`config.mk`:
```
export PLATFORM = sky130hd
export DESIGN_NAME = mem_mul_sequencer
export DESIGN_NICKNAME = d
export VERILOG_FILES = /design/src/rtl/mem_mul_sequencer.sv
export SDC_FILE = /design/constraint.sdc
export NUM_CORES = 1
export LEC_CHECK = 0
export BUFFER_PORTS_ARGS = -buffer_cell sky130_fd_sc_hd__buf_2
export CELL_PAD_IN_SITES_DETAIL_PLACEMENT = 2
export CELL_PAD_IN_SITES_GLOBAL_PLACEMENT = 2
export CORE_MARGIN = 4
export CORE_UTILIZATION = 27
export CTS_BUF_LIST = sky130_fd_sc_hd__clkbuf_2
export CTS_CLUSTER_SIZE = 40
export DETAILED_ROUTE_END_ITERATION = 6
export PLACE_DENSITY = 0.84
export SYNTH_ARGS = -nofsm -noshare
export SYNTH_HDL_FRONTEND = slang
export SYNTH_SLANG_ARGS = --single-unit
```
`constraint.sdc`:
```
create_clock -name clk -period 2.8 [get_ports clk]
set_input_delay 0.7 -clock clk [delete_from_list [all_inputs] [get_ports clk]]
set_output_delay 0.7 -clock clk [all_outputs]
set_load 0.05 [all_outputs]
```
`src/rtl/mem_mul_sequencer.sv`:
```
// mem_mul_sequencer
//   Controller for the 128x52 single-port register-file macro and the 26x26
//   multiplier. It runs an in-place loop over an address range: each word
//   {hi[51:26], lo[25:0]} is read, multiplied (hi*lo) and written back.
//   A host read/write port shares the macro and is served only when the loop
//   is idle.
//
// Ports
//   clk, rstn                  clock, asynchronous active-low reset
//   start, base_addr, len      loop request, first word address, word count
//   busy, done, count          loop in progress, completion pulse, words written
//   host_req/wr/addr/wdata     host access request (held until host_gnt)
//   host_gnt, host_rvalid      access performed / mem_do holds host read data
//   mem_do                     macro DO (feeds the multiplier directly)
//   mul_out                    multiplier product
//   mem_din                    macro DIN
//   RA, CA, NCE, NWRT          registered macro control pins
module mem_mul_sequencer #(
    parameter int unsigned MUL_LAT = 2,
    parameter int unsigned AW      = 7,
    parameter int unsigned DW      = 52
) (
    input  logic          clk,
    input  logic          rstn,
    input  logic          start,
    input  logic [AW-1:0] base_addr,
    input  logic [7:0]    len,
    output logic          busy,
    output logic          done,
    output logic [7:0]    count,
    input  logic          host_req,
    input  logic          host_wr,
    input  logic [AW-1:0] host_addr,
    input  logic [DW-1:0] host_wdata,
    output logic          host_gnt,
    output logic          host_rvalid,
    input  logic [DW-1:0] mem_do,
    input  logic [DW-1:0] mul_out,
    output logic [DW-1:0] mem_din,
    output logic [4:0]    RA,
    output logic [1:0]    CA,
    output logic          NCE,
    output logic          NWRT
);

    localparam int unsigned WCW = (MUL_LAT > 1) ? $clog2(MUL_LAT) : 1;

    typedef enum logic [2:0] {
        ST_IDLE,
        ST_HOST,
        ST_RD,
        ST_MWAIT,
        ST_WR,
        ST_FIN
    } state_t;

    state_t         r_state;
    logic [AW-1:0]  r_cur;
    logic [7:0]     r_len;
    logic [7:0]     r_count;
    logic [WCW-1:0] r_wait;
    logic           r_busy;
    logic           r_done;
    logic           r_host_gnt;
    logic           r_host_rvalid;
    logic           r_host_wr;
    logic [DW-1:0]  r_wdata;
    logic [4:0]     r_ra;
    logic [1:0]     r_ca;
    logic           r_nce;
    logic           r_nwrt;

    logic [7:0]     w_len_clamp;
    logic [7:0]     w_count_inc;
    logic [AW-1:0]  w_cur_inc;
    logic           w_host_accept;
    logic           w_unused_do;

    // Macro read data goes straight to the multiplier; the controller never
    // looks at it.
    assign w_unused_do = ^mem_do;

    assign w_len_clamp = (len > 8'd128) ? 8'd128 : len;
    assign w_count_inc = r_count + 8'd1;
    assign w_cur_inc   = r_cur + 7'd1;

    // The host is taken from IDLE (start wins) and also directly from FIN, so
    // a request held through a run is granted in the cycle after done.
    assign w_host_accept = host_req &&
                           (((r_state == ST_IDLE) && !start) || (r_state == ST_FIN));

    always_ff @(posedge clk or negedge rstn) begin
        if (!rstn) begin
            r_state       <= ST_IDLE;
            r_cur         <= '0;
            r_len         <= '0;
            r_count       <= '0;
            r_wait        <= '0;
            r_busy        <= 1'b0;
            r_done        <= 1'b0;
            r_host_gnt    <= 1'b0;
            r_host_rvalid <= 1'b0;
            r_host_wr     <= 1'b0;
            r_wdata       <= '0;
            r_ra          <= '0;
            r_ca          <= '0;
            r_nce         <= 1'b1;
            r_nwrt        <= 1'b1;
        end else begin
            // Control pins are registered: each branch loads the values the
            // macro must see during the state being entered.
            r_done        <= 1'b0;
            r_host_gnt    <= 1'b0;
            r_host_rvalid <= 1'b0;
            r_nce         <= 1'b1;
            r_nwrt        <= 1'b1;

            case (r_state)
                ST_IDLE: begin
                    if (start) begin
                        r_cur   <= base_addr;
                        r_len   <= w_len_clamp;
                        r_count <= '0;
                        if (w_len_clamp == 8'd0) begin
                            r_state <= ST_FIN;
                            r_done  <= 1'b1;
                        end else begin
                            r_state       <= ST_RD;
                            r_busy        <= 1'b1;
                            r_nce         <= 1'b0;
                            {r_ra, r_ca}  <= base_addr;
                        end
                    end else if (host_req) begin
                        r_state <= ST_HOST;
                    end
                end

                ST_HOST: begin
                    r_state       <= ST_IDLE;
                    r_host_rvalid <= ~r_host_wr;
                end

                ST_RD: begin
                    r_state <= ST_MWAIT;
                    r_wait  <= WCW'(MUL_LAT - 1);
                end

                ST_MWAIT: begin
                    if (r_wait == '0) begin
                        r_state      <= ST_WR;
                        r_nce        <= 1'b0;
                        r_nwrt       <= 1'b0;
                        {r_ra, r_ca} <= r_cur;
                    end else begin
                        r_wait <= r_wait - 1'b1;
                    end
                end

                ST_WR: begin
                    r_count <= w_count_inc;
                    r_cur   <= w_cur_inc;
                    if (w_count_inc == r_len) begin
                        r_state <= ST_FIN;
                        r_done  <= 1'b1;
                        r_busy  <= 1'b0;
                    end else begin
                        r_state      <= ST_RD;
                        r_nce        <= 1'b0;
                        {r_ra, r_ca} <= w_cur_inc;
                    end
                end

                ST_FIN: begin
                    r_state <= host_req ? ST_HOST : ST_IDLE;
                end

                default: begin
                    r_state <= ST_IDLE;
                end
            endcase

            if (w_host_accept) begin
                r_host_wr    <= host_wr;
                r_wdata      <= host_wdata;
                r_host_gnt   <= 1'b1;
                r_nce        <= 1'b0;
                r_nwrt       <= ~host_wr;
                {r_ra, r_ca} <= host_addr;
            end
        end
    end

    always_comb begin
        mem_din = mul_out;
        if ((r_state == ST_HOST) && r_host_wr) begin
            mem_din = r_wdata;
        end
    end

    assign busy        = r_busy;
    assign done        = r_done;
    assign count       = r_count;
    assign host_gnt    = r_host_gnt;
    assign host_rvalid = r_host_rvalid;
    assign RA          = r_ra;
    assign CA          = r_ca;
    assign NCE         = r_nce;
    assign NWRT        = r_nwrt;

endmodule

```
==> run metrics <==
outcome finished with violations; failing checks setup timing; Total Wirelength 20100 um; internal cell power 4.27 mW; max-cap viol count 0; CP arrival 2.16 ns; IO buf count 203; yosys warns 0; remaining global-route overflow 0; mapped cell area 0.00496 sq mm; Die ar. 0.0206 sq mm; P_sw 3.43 mW; Die Span X 144 um; setup violators final 36; DR pass1 iterations 4; final non-filler cell total 890; pwr dens 1050 mW/mm^2; PnR worst setup slack -0.0556 ns; Syn Nets 631; Worst Setup Start Kind flip-flop; Max IR drop VDD 484 uV; placed insts 864; most used cell, CP buf_8; compound-gate portion of the synthesized area 9.06%; share of layout cells above drive strength 1 54.7%; XOR/XNOR share of the synthesized area 2.93%; CTS sink count 93; drt wl/cell 22.6 um; Clk pin slew, worst setup/hold paths 0.28 ns; Final Hold Vio Count 0; required time worst endpoint 2.10 ns; sequential share of the synthesized area 47.0%; Fmax achieved 0.350 GHz; Final ANT Viol Nets 0; vias in the first global route 5169; Slew HR 41.7%; Fin Clk Skew 0.0385 ns; Initial Util 27.5%; Core ar. 0.0180 sq mm; Hold Buf Count CTS 0; Setup TNS Final -0.842 ns; Clock Tree Root clkbuf_2; CTS tree done; synthesized-area fraction occupied by and/or/nand/nor cells 11.7%; Main synth FF type dfrtp_1; Crit-path slowest cell dfrtp_1; first-pass GRT wire length 29100 um; vias per inst 4.98; DIE HEIGHT 144 um; Filler cells 1867; Yosys reg bits 93; Syn-to-layout area delta 48.2%; initial drt markers 106; Layout Nets 843; crit-path max cell delay 0.46 ns; FP Rows 49; all-layer global routing usage 18.4%; Hold Crit Class input port to asynchronous set/reset pin; Post-synth EDFFs 0; crit share post-route 102%; switching power share of the total 44.5%; IO Pins 256; largest net degree at the start of global routing 56; clock buffer count from CTS 9; initial antenna violation count 1; Synth Instances 446; syn_area_per_cell 11.1 sq um; Combinational Power Share 59.8%; library cells used by synthesis 51; CP Capture Type primary output; largest family of logic cells by synthesized area multiplexers; post-route minimum period 2.86 ns; CTS H-tree lvls 3; mux cell area share after synthesis 25.9%; crit-path max FO 6; GP Congestion 0.784; post-DP HPWL 13500 um; RSZ-0062 raised after global routing true; hold slack final 0.0467 ns; Clk pwr share 8.4%; vias 4432; worst-margin pin slew 0.866 ns; Setup Crit Path Kind flip-flop to primary output; Skew-Pair Late Insertion Delay 0.57 ns; DRC errors left 0; post-route total power 7.70 mW; register share of total power 31.8%; Leak Pwr 3.45 nW; Synth Area in Adders 0.505%; ys async rst share 100%; count of pins over their slew limit 0; critical path cell sequence nor2_4 -> and3_4 -> buf_8 -> clkbuf_16 -> mux2_4 -> buf_8; CTS Buffer Depth 2
-- placed cells by master, fill, tap and decap left out, types with 4 or more instances in the layout --
cell	instances
buf_2	150
dfrtp_1	91
mux2_4	58
mux2_2	53
nand2_1	51
buf_8	51
o21ai_0	29
nor2_1	17
a21oi_1	14
nand3_1	12
buf_4	11
xnor2_1	10
clkbuf_2	9
nand3b_1	8
inv_1	8
buf_16	5
o211ai_1	4
xor2_1	4
and3_1	4
o22ai_1	4
o31ai_1	4
buf_6	4
buf_12	4
-- layout make-up --
cell class | count | area [sq um] | area share [%]
Antenna cell | 1 | 2.50 | 0.0341
Clock buffer | 9 | 45.0 | 0.613
Clock inverter | 4 | 42.5 | 0.579
Inverter | 8 | 30.0 | 0.409
Multi-Input combinational cell | 319 | 2700 | 36.7
Sequential cell | 93 | 2330 | 31.7
Tap cell | 229 | 287 | 3.90
Timing Repair Buffer | 227 | 1910 | 26.0
-- synthesized netlist by cell type, drive strengths merged, types with 2 or more instances --
cell type / n / area share (%)
a21oi: 15 / 1.5
a221o: 2 / 0.40
a31oi: 3 / 0.38
and3: 6 / 0.78
buf: 12 / 1.3
clkbuf: 14 / 1.1
dfrtp: 91 / 46
dfstp: 2 / 1.1
ha: 2 / 0.50
inv: 8 / 0.61
mux2: 111 / 26
nand2: 51 / 3.9
nand2b: 2 / 0.25
nand3: 13 / 1.4
nand3b: 8 / 1.2
nand4b: 2 / 0.35
nor2: 18 / 1.4
nor2b: 2 / 0.25
nor3: 3 / 0.30
nor3b: 4 / 0.71
nor4: 4 / 0.63
o211ai: 4 / 0.61
o21ai: 29 / 2.9
o22ai: 4 / 0.50
o31ai: 4 / 0.61
or3: 2 / 0.25
xnor2: 10 / 1.8
xor2: 4 / 0.71
-- worst max-delay path: cells and delay by family, from the launching register on --
kind	cells	cell delay, ns
multiplexers	1	0.32
flip-flops	1	0.46
AND/OR/NAND/NOR	2	0.35
buffers and inverters	3	0.48
-- final timing paths --
| check | from | to | slack (ns) | cells after the start |
|---|---|---|---|---|
| hold reg to reg | r_host_wr | host_rvalid | 0.49 | 1 |
| setup reg to reg | count[0] | CA[0] | 0.31 | 8 |
| max in group asynchronous | rstn | NWRT | 1.94 | 2 |
| hold / removal | rstn | r_wdata[47] | 0.05 | 1 |
| setup / recovery | r_state[1] | mem_din[32] | -0.06 | 6 |
| min in group clk | host_wr | NWRT | 0.28 | 2 |
-- sequential cells by signal, summed over array words and instances (netlist names) --
signal,cells
r_state,3
NCE,1
host_rvalid,1
CA,2
r_wait,1
host_gnt,1
RA,5
r_cur,7
count,8
NWRT,1
r_len,8
busy,1
r_host_wr,1
r_wdata,52
done,1
-- power groups by stage --
stage	sequential, mW	combinational (mW)	clock (mW)
2_1_floorplan	2.56	2.51	0
3_3_place_gp	2.37	3.54	0
3_5_place_dp	2.44	3.70	0
4_1_cts	2.42	4.41	0.685
5_1_grt	2.53	4.90	0.741
6_report	2.45	4.61	0.645
-- metrics by stage --
stage | setup WS, ns | util [%] | instance area, sq um
global placement | 0.303 | 34.9 | 6290
floorplan | 0.310 | - | 4960
detailed placement | 0.222 | 34.9 | 6290
CTS | -0.110 | 39.5 | 7120
global route | -0.209 | 40.8 | 7350
finish | -0.0556 | 40.8 | 7350
-- timing repair --
action                     in CTS  in global routing
pin swaps                       2                  1
buffers inserted                5                  0
setup endpoints to repair      52                 52
gates cloned                    5                  2
resized for setup             172                 46
-- metal layers --
| metal | share of wire [%] | wire length, um | GRT usage (%) | up-vias |
|---|---|---|---|---|
| met5 | 0 | 0 | 0 | - |
| met4 | 1.7 | 333 | 5.60 | 0 |
| met3 | 5.9 | 1190 | 3.39 | 29 |
| met2 | 55 | 11000 | 34.3 | 151 |
| met1 | 38 | 7610 | 21.2 | 2230 |
| li1 | - | - | - | 2022 |
-- kinds of logic (layout without fill, tap and decap cells) --
group	after synthesis	in the layout
fa+ha+maj	2	2
other cells	0	1
mux	112	112
compound gates	73	73
simple gates	117	117
xor+xnor	15	15
flops	93	93
buf+inv	34	248
Note: power is estimated with default switching activity, not from simulation.
